--- config.mk ---
export PLATFORM = sky130hd
export DESIGN_NAME = level_controller_flat
export DESIGN_NICKNAME = d
export VERILOG_FILES = /design/src/rtl/level_controller_if.sv /design/src/rtl/level_controller.sv /design/src/flat_wrapper.sv
export SDC_FILE = /design/constraint.sdc
export NUM_CORES = 1
export LEC_CHECK = 0
export CORE_MARGIN = 2
export CORE_UTILIZATION = 60
export CTS_BUF_LIST = sky130_fd_sc_hd__clkbuf_2 sky130_fd_sc_hd__clkbuf_4 sky130_fd_sc_hd__clkbuf_8
export DETAILED_ROUTE_END_ITERATION = 7
export GPL_TIMING_DRIVEN = 0
export PLACE_DENSITY_LB_ADDON = 0.15
export SLEW_MARGIN = 20
export SYNTH_ARGS = -nofsm -noshare
export SYNTH_HDL_FRONTEND = slang
export SYNTH_SLANG_ARGS = --single-unit
--- constraint.sdc ---
create_clock -name clk -period 5.86 [get_ports clk]
set_input_delay 0.879 -clock clk [delete_from_list [all_inputs] [get_ports clk]]
set_output_delay 0.879 -clock clk [all_outputs]
set_load 0.02 [all_outputs]
--- src/rtl/level_controller_if.sv ---
// level_controller_if: debounced encoder/select inputs and per-channel level outputs.
interface level_controller_if #(parameter int NUM_LEDS = 3);
  logic a, b, sel, en;
  logic [NUM_LEDS*8-1:0] levels;
  logic [NUM_LEDS-1:0] active;
  logic update;
  modport master (output a, b, sel, en, input levels, active, update);
  modport slave (input a, b, sel, en, output levels, active, update);
endinterface

--- src/rtl/level_controller.sv ---
// level_controller: routes one encoder to NUM_LEDS brightness registers, select button cycles the active channel.
module level_controller #(
  parameter int NUM_LEDS = 3,
  parameter int STEP = 1,
  parameter bit WRAP = 1'b0
) (
  input logic clk,
  input logic reset,
  level_controller_if.slave io
);
  localparam int IW = $clog2(NUM_LEDS);
  logic a_q, b_q, sel_q, a_p, sel_p;
  logic [1:0] arm_q, arm_d;
  logic [IW-1:0] idx_q, idx_d;
  logic [7:0] lvl_q [NUM_LEDS];
  logic [7:0] lvl_d [NUM_LEDS];
  logic [NUM_LEDS-1:0] act_q, act_d;
  logic upd_q, upd_d;
  logic step, pick;
  logic [7:0] cur, nxt;
  logic [8:0] sum;
  always_comb begin
    step = a_q & ~a_p & arm_q[1];
    pick = sel_q & ~sel_p & arm_q[1];
    arm_d = arm_q[1] ? arm_q : arm_q + 2'd1;
    cur = lvl_q[idx_q];
    // bit 8 flags overflow on increment and borrow on decrement
    sum = b_q ? {1'b0, cur} - 9'(STEP) : {1'b0, cur} + 9'(STEP);
    nxt = (WRAP || !sum[8]) ? sum[7:0] : (b_q ? 8'h00 : 8'hFF);
    upd_d = step & io.en & (nxt != cur);
    lvl_d = lvl_q;
    if (upd_d) lvl_d[idx_q] = nxt;
    idx_d = pick ? (idx_q == IW'(NUM_LEDS - 1) ? '0 : idx_q + IW'(1)) : idx_q;
    act_d = NUM_LEDS'(1) << idx_d;
  end
  always_ff @(posedge clk or posedge reset)
    if (reset) begin
      a_q <= 1'b0;
      b_q <= 1'b0;
      sel_q <= 1'b0;
      a_p <= 1'b0;
      sel_p <= 1'b0;
      arm_q <= '0;
      idx_q <= '0;
      act_q <= NUM_LEDS'(1);
      upd_q <= 1'b0;
      lvl_q <= '{default: '0};
    end else begin
      a_q <= io.a;
      b_q <= io.b;
      sel_q <= io.sel;
      a_p <= a_q;
      sel_p <= sel_q;
      arm_q <= arm_d;
      idx_q <= idx_d;
      act_q <= act_d;
      upd_q <= upd_d;
      lvl_q <= lvl_d;
    end
  for (genvar i = 0; i < NUM_LEDS; i++) begin : g_lv
    assign io.levels[8*i +: 8] = lvl_q[i];
  end
  assign io.active = act_q;
  assign io.update = upd_q;
endmodule
--- src/flat_wrapper.sv ---
// flat-port wrapper written by rule: the top's interface ports become plain ports
module level_controller_flat 
#(
  parameter int NUM_LEDS = 3,
  parameter int STEP = 1,
  parameter bit WRAP = 1'b0
)
  (clk, reset, io_a, io_b, io_sel, io_en, io_levels, io_active, io_update);
  level_controller_if #(.NUM_LEDS(NUM_LEDS)) io_i ();
  input logic clk;
  input logic reset;
  input wire logic [$bits(io_i.a)-1:0] io_a;
  input wire logic [$bits(io_i.b)-1:0] io_b;
  input wire logic [$bits(io_i.sel)-1:0] io_sel;
  input wire logic [$bits(io_i.en)-1:0] io_en;
  output wire logic [$bits(io_i.levels)-1:0] io_levels;
  output wire logic [$bits(io_i.active)-1:0] io_active;
  output wire logic [$bits(io_i.update)-1:0] io_update;
  assign io_i.a = io_a;
  assign io_i.b = io_b;
  assign io_i.sel = io_sel;
  assign io_i.en = io_en;
  assign io_levels = io_i.levels;
  assign io_active = io_i.active;
  assign io_update = io_i.update;
  level_controller #(.NUM_LEDS(NUM_LEDS), .STEP(STEP), .WRAP(WRAP)) u_core (.clk(clk), .reset(reset), .io(io_i));
endmodule
== Word-level counts from Yosys, hierarchy flattened ==
Cells that the tools add are included.
Word-level totals
  register bits after elaboration: 37
  output and inout bits: 28
  word-level logic and storage cells: 44
Cells by class
  $add $sub $neg: 4
  order comparisons: 2
  equality and inequality tests: 2
  shifts and indexed selects: 1
  mux-type cells: 12
  bitwise logic cells: 9
  reduce and logical (&&, ||, !) cells: 1
Operators with widths (count)
  $mux W8: 5
  $bwmux W24: 1
  $bmux W8 S2: 1
  $demux W8 S2: 1
  $add A8 B1 Y9 const B: 1
  $mux W9: 1
  $sub A8 B1 Y9 const B: 1
  $ne A8 B8 Y1: 1
  $and A1 B1 Y1: 6
  $mux W2: 3
  $add A2 B1 Y2 const B: 2
  $ge A3 B3 Y1 const B: 1
  $lt A3 B1 Y1 const B: 1
  $not A2 Y3: 1
  $shl A1 B2 Y3 const A: 1
  $eq A2 B2 Y1 const B: 1
  $not A1 Y1: 2
  $logic_and A1 B1 Y1: 1

== Longest topological paths before layout ==
Gate-level depths: netlist of the first run.
  depth in word-level cells: 9
  depth in mapped cells: 14

== Worst setup path after synthesis of the first run ==
Ideal clock, no wire load.
  path kind: reg2reg
  start point: register u_core.idx_q[1]
  end point: register u_core.lvl_q, in the netlist u_core.io.levels[0]
  arrival: 3.610 ns
  data required time: 5.732 ns
  slack: 2.123 ns
  stages on the path, launching flop included: 13
  cell sequence: dfrtp_1 -> buf_2 -> buf_2 -> mux2i_1 -> o21ai_0 -> ha_1 -> a21o_1 -> a221o_1 -> or3_4 -> xnor2_4 -> a31oi_4 -> o41ai_4 -> mux2_1
On the way
  cells in the longest elaborated chain, start to end: 9
Ends and longest elaborated chain
  start: declaration: RTL line level_controller.sv:14  | logic [IW-1:0] idx_q, idx_d;
  start signal: assignment: RTL line level_controller.sv:55  | idx_q <= idx_d;
  $not A2 Y3 (implied by the code) *: RTL line level_controller.sv:26, level_controller.sv:32
  $bmux W8 S2: RTL line level_controller.sv:26  | cur = lvl_q[idx_q];
  $mux W8 (implied by the code) (2 in series): RTL line level_controller.sv:26
  $add A8 B1 Y9 / $sub A8 B1 Y9 (equally long branches): RTL line level_controller.sv:28  | sum = b_q ? {1'b0, cur} - 9'(STEP) : {1'b0, cur} + 9'(STEP);
  $mux W9: RTL line level_controller.sv:28
  $mux W8: RTL line level_controller.sv:29  | nxt = (WRAP || !sum[8]) ? sum[7:0] : (b_q ? 8'h00 : 8'hFF);
  $ne A8 B8 Y1: RTL line level_controller.sv:30  | upd_d = step & io.en & (nxt != cur);
  $and A1 B1 Y1: RTL line level_controller.sv:30
  end signal: assignment: RTL line level_controller.sv:58  | lvl_q <= lvl_d;
  end: declaration: RTL line level_controller.sv:15  | logic [7:0] lvl_q [NUM_LEDS];
Every way passes the cells marked *; elsewhere a longest branch is shown, timed or not. The select of a mux whose other input is x is not followed.
A chain may end at the register's enable or synchronous reset.

== Final worst setup path of the first run ==
  start point: register u_core.idx_q[0]
  end point: register u_core.lvl_q, in the netlist u_core.io.levels[2]
Same word-level chain as after synthesis.

==> metrics, run 1 <==
outcome finished, final reports clean; DP HPWL 3710 um; unrepaired setup endpoints after global routing no; min Tclk post-route 4.55 ns; Post-synth EDFFs 0; Die W 64.9 um; Yosys reg bits 37; Post-Route Skew 0.00770 ns; Slew HR 0.433; largest net degree at the start of global routing 38; Tcrit/Tclk final 0.776; CP bufs+invs 3; CORE AREA 3610 sq um; Syn Std Cell Area 2220 sq um; die area 4210 sq um; hold_buf cts 0; count of different cell masters after synthesis 50; die height 64.9 um; setup slack, reg-to-reg 1.31 ns; Iteration-0 DRC Markers 104; TritonRoute pass-1 iters 6; H-tree lvl count 2; Resize count post-CTS 0; Final WS setup 1.31 ns; Final Hold Fails 0; Final #Nets 240; crit end category flip-flop; post-synth net total 200; drt wl/cell 18.0 um; first-pass GRT wire length 7960 um; Syn-to-layout area delta 22.6%; prevailing post-synth register cell dfrtp_1; ANT nets after route 0; # setup viols final 0; fraction of synthesis flops using an asynchronous set or reset pin 1.00; share of layout cells above drive strength 1 0.110; commonest non-fill, non-tap cell in the layout dfrtp_1; worst setup path category reg2reg; cts bufs inserted 5; Max-cap violations 0; row cnt 22; setup_tns 0 ns; IO Count 34; CP Launch Type flip-flop; grt total ovfl 0; Worst Path Arrival 4.72 ns; Total GRT Usage 0.253; slowest stage cell, crit path o41ai_4; max incr delay on CP 0.84 ns; vias in the first global route 1655; max-slew violation count 0; # placed instances 267; clk sink count 37; CTS tree built; Setup Buffers After CTS 0; gpl congestion 0.978; Post-Syn Area per Cell 11.9 sq um; port bufs 33; Vias 1633; clock buffer depth 2; Top delay family on crit path compound AO/OA/AOI/OAI gates; Worst-path clk slew 0.08 ns; commonest cells after routing, fill and taps aside dfrtp_1 (36), clkdlybuf4s50_1 (33), mux2_1 (25); post-route insts no fill 275; Peak Freq 220 MHz; CP Data Required Time 6.04 ns; final WL 4950 um; # DRC 0; worst slew pin tran 0.846 ns; sequential fraction of the synthesis area 0.417; Syn. warnings 0; Hold WC Path Type reg2reg; Syn Inst Count 186; later-pin clock latency in the skew report 0.29 ns; DR vias/cell 5.94; Starting Density 0.616; worst-path maximum fanout 10; Clock Tree Root clkbuf_8; initial antenna violation count 0; pre-CTS setup slack 1.45 ns; n_diodes 0; CP Cell Sequence nor2b_1, clkbuf_1, a21oi_1, inv_1, ha_1, and4_1, o21a_1, a211oi_1, buf_2, a31o_1, a31oi_4, o41ai_4, mux2_1
## layer usage
metal | vias up | GRT usage | share of wire
li1 | 775 | - | -
met1 | 817 | 0.337 | 0.46
met2 | 34 | 0.412 | 0.49
met3 | 7 | 0.0521 | 0.035
met4 | 0 | 0.0851 | 0.017
met5 | - | 0 | 0
## path summary, 6_finish.rpt
check / startpoint / endpoint / cells after the start
min reg2reg: u_core.sel_q / u_core.sel_p / 0
max reg2reg: u_core.idx_q[0] / u_core.io.levels[2] / 13
min in group asynchronous: reset / u_core.io.active[1] / 2
max in group asynchronous: reset / u_core.b_q / 2
max: u_core.idx_q[0] / u_core.io.levels[2] / 13
min: u_core.sel_q / u_core.sel_p / 0
## flip-flops by register name, summed over array words and instances, names as in the netlist
signal and count:
u_core.sel_p 1, u_core.io.update 1, u_core.io.levels 24, u_core.a_p 1
u_core.arm_q 2, u_core.b_q 1, u_core.sel_q 1, u_core.a_q 1
u_core.io.active 3, u_core.idx_q 2
## Yosys cell counts (all sizes together), types with 2 or more instances
| master | count | area [sq um] |
|---|---|---|
| a21o | 5 | 37.5 |
| a21oi | 5 | 25.0 |
| a31oi | 3 | 48.8 |
| and4 | 2 | 18.8 |
| buf | 3 | 15.0 |
| clkbuf | 3 | 11.3 |
| dfrtp | 36 | 901 |
| ha | 7 | 87.6 |
| inv | 4 | 15.0 |
| maj3 | 7 | 70.1 |
| mux2 | 26 | 293 |
| mux2i | 9 | 90.1 |
| nand2 | 9 | 33.8 |
| nand3 | 2 | 10.0 |
| nand3b | 2 | 15.0 |
| nor2 | 8 | 30.0 |
| nor2b | 5 | 33.8 |
| nor3 | 4 | 20.0 |
| nor3b | 2 | 15.0 |
| nor4 | 3 | 18.8 |
| o21ai | 8 | 40.0 |
| o2bb2ai | 3 | 26.3 |
| o31ai | 2 | 15.0 |
| o41ai | 3 | 82.6 |
| or3 | 2 | 17.5 |
| xnor2 | 3 | 45.1 |
| xor2 | 3 | 26.3 |
## layout make-up
cell class	instances	area [sq um]
Fill cell	266	881
Inverter	4	15.0
Multi-Input combinational cell	139	1250
Tap cell	48	60.1
Clock inverter	3	43.8
Buffer	6	26.3
Clock buffer	5	68.8
Timing Repair Buffer	33	330
Sequential cell	37	927
## metrics by stage
step,utilization,hold slack [ns],area (sq um)
2_1_floorplan,-,0.354,2220
3_5_place_dp,0.724,0.365,2610
4_1_cts,0.756,0.384,2730
6_report,0.756,0.380,2730
5_1_grt,0.756,0.402,2730
3_3_place_gp,0.724,0.362,2610
## cell families (layout without fill, tap and decap cells)
logic type	after synthesis	after routing	synth area share
simple gates	45	45	0.114
compound gates	38	38	0.166
flops	37	37	0.417
mux	35	35	0.172
fa+ha+maj	15	15	0.0800
buf+inv	10	51	0.0186
xor+xnor	6	6	0.0321
Power of run 1 is not shown: default switching activity piles up to over one toggle a cycle in this logic, so the estimate is an artifact.
==> run 2: changes to the inputs <==
- CORE_UTILIZATION: 60 -> 50
- clock period: 5.86 -> 3.8 ns (I/O delays scaled with it)
==> run 2 against run 1 <==
Effect of this change:
- via count is 4.0% higher
- routed wire length rose by 10%
- worst setup slack worse by 1.2 ns
- sequential share of layout area is 3.2 points lower
- critical path depth decreased by 1
- count of clock-buffer cells in the layout up 1
- core utilization decreased by 5.9 points
- critical path type unchanged
==> metrics, run 2 (synthesis gave the netlist of run 1 again) <==
cts bufs inserted 5 (unchanged); row cnt 24 (was 22); # setup viols final 0 (unchanged); Syn-to-layout area delta 35.5% (was 22.6%); wire length on met2 2910 um (was 2400 um); Tcrit/Tclk final 0.979 (was 0.776); TritonRoute pass-1 iters 4 (was 6); worst slew pin tran 0.756 ns (was 0.846 ns); n_diodes 0 (unchanged); IO Count 34 (unchanged); post-route insts no fill 292 (was 275); outcome finished, final reports clean (unchanged); commonest non-fill, non-tap cell in the layout dfrtp_1 (unchanged); Final #Nets 253 (was 240); grt total ovfl 0 (unchanged); hold_buf cts 0 (unchanged); max-slew violation count 0 (unchanged); first-pass GRT wire length 8900 um (was 7960 um); met3 WL post-DR 183 um (was 174 um); clk sink count 37 (unchanged); Final Hold Fails 0 (unchanged); crit end category flip-flop (unchanged); port bufs 33 (unchanged); Slew HR 0.495 (was 0.433); placed cell area 2620 sq um (was 2610 sq um); die area 4990 sq um (was 4210 sq um); # DRC 0 (unchanged); DR vias/cell 5.82 (was 5.94); Max-cap violations 0 (unchanged); Post-Route M1 WL 2270 um (was 2290 um); Iteration-0 DRC Markers 61 (was 104); Worst-path clk slew 0.08 ns (about the same); ANT nets after route 0 (unchanged); Vias 1698 (was 1633); gpl congestion 0.894 (was 0.978); Starting Density 0.514 (was 0.616); Die W 70.7 um (was 64.9 um); worst setup path category reg2reg (unchanged); Hold WC Path Type reg2reg (unchanged); Max Used Layer met4 (unchanged); worst-path maximum fanout 8 (was 10); CP Data Required Time 3.98 ns (was 6.04 ns); Design Area, Final 3010 sq um (was 2730 sq um); clock buffer depth 2 (unchanged); later-pin clock latency in the skew report 0.29 ns (about the same); Post-Route Skew 0.00376 ns (was 0.00770 ns); DP HPWL 3690 um (was 3710 um); CP Launch Type flip-flop (unchanged); # placed instances 271 (was 267); H-tree lvl count 2 (unchanged); Worst Path Arrival 3.90 ns (was 4.72 ns); share of layout cells above drive strength 1 0.275 (was 0.110); initial antenna violation count 0 (unchanged); CORE AREA 4320 sq um (was 3610 sq um); die height 70.7 um (was 64.9 um); unrepaired setup endpoints after global routing yes (was no); min Tclk post-route 3.72 ns (was 4.55 ns); Total GRT Usage 0.230 (was 0.253); max reg flops 24 (unchanged); largest net degree at the start of global routing 38 (unchanged); drt wl/cell 18.7 um (was 18.0 um); vias in the first global route 1795 (was 1655); Peak Freq 269 MHz (was 220 MHz); final WL 5460 um (was 4950 um); commonest cells after routing, fill and taps aside dfrtp_1 (34), clkdlybuf4s50_1 (33), mux2_1 (21) (was dfrtp_1 (36), clkdlybuf4s50_1 (33), mux2_1 (25)); Clock Tree Root clkbuf_8 (unchanged); CTS tree built (unchanged)
[run 2: changes by cell type in the layout (fill, tap and decap cells not counted), moves of 3 or more]
cell / delta
buf_2: -3
buf_6: +5
mux2_1: -4
mux2i_2: +3
o21ai_2: +3
o21ai_0: -5
mux2_4: +4
ha_1: -5
buf_4: +11
mux2i_1: -4
ha_4: +3
[run 2: path summary, 6_finish.rpt]
path,from,endpoint,slack (ns),cells past startpoint
hold reg to reg,u_core.sel_q,u_core.sel_p,0.38,0
setup reg to reg,u_core.idx_q[1],u_core.io.levels[4],0.08,12
min in group asynchronous,reset,u_core.io.levels[6],0.74,2
setup / recovery,u_core.idx_q[1],u_core.io.levels[4],0.08,12
max in group asynchronous,reset,u_core.idx_q[0],2.54,2
hold / removal,u_core.sel_q,u_core.sel_p,0.38,0
[run 2: per-stage QoR]
stage	setup TNS [ns]	hold slack, ns	worst slack (ns)	utilization
after floorplan	0	0.354	0.0629	-
final	0	0.380	0.0797	0.696
after global placement	-12.85	0.361	-0.564	0.605
after CTS	0	0.384	0.00456	0.661
after global routing	-1.04	0.399	-0.0639	0.696
after detailed placement	-14.52	0.367	-0.642	0.605
[run 2: final cells by class]
type / count / area, sq um
plain buffers: 5 / 46.3
clock buffers: 6 / 82.6
clock inverters: 2 / 13.8
fillers: 338 / 1310
inverters: 4 / 15.0
multi-input cells: 139 / 1410
flip-flops and latches: 37 / 930
well taps: 52 / 65.1
repair buffers: 47 / 447
[run 2: worst max-delay path: stages (launching register included)]
cell and delay [ns]:
dfrtp_2 0.45, buf_8 0.16, mux2i_1 0.13, o21ai_2 0.27, ha_4 0.26, a21o_1 0.18
a221o_1 0.40, or3_4 0.42, xnor2_4 0.24, a31oi_4 0.18, o41ai_4 0.38, buf_6 0.21
mux2_1 0.33
[run 2: repair_timing]
action	CTS	global route
gates cloned	0	0
endpoints found under the hold margin	0	0
buffers inserted	6	8
setup endpoints to repair	25	24
pin swaps	6	13
resized for setup	26	25
[run 2: routing by layer]
layer	GRT usage	vias up
met1	0.282	836
met3	0.0513	11
met4	0.0755	0
met5	0	-
met2	0.405	43
li1	-	808
Power of run 2 is left out for the same reason.
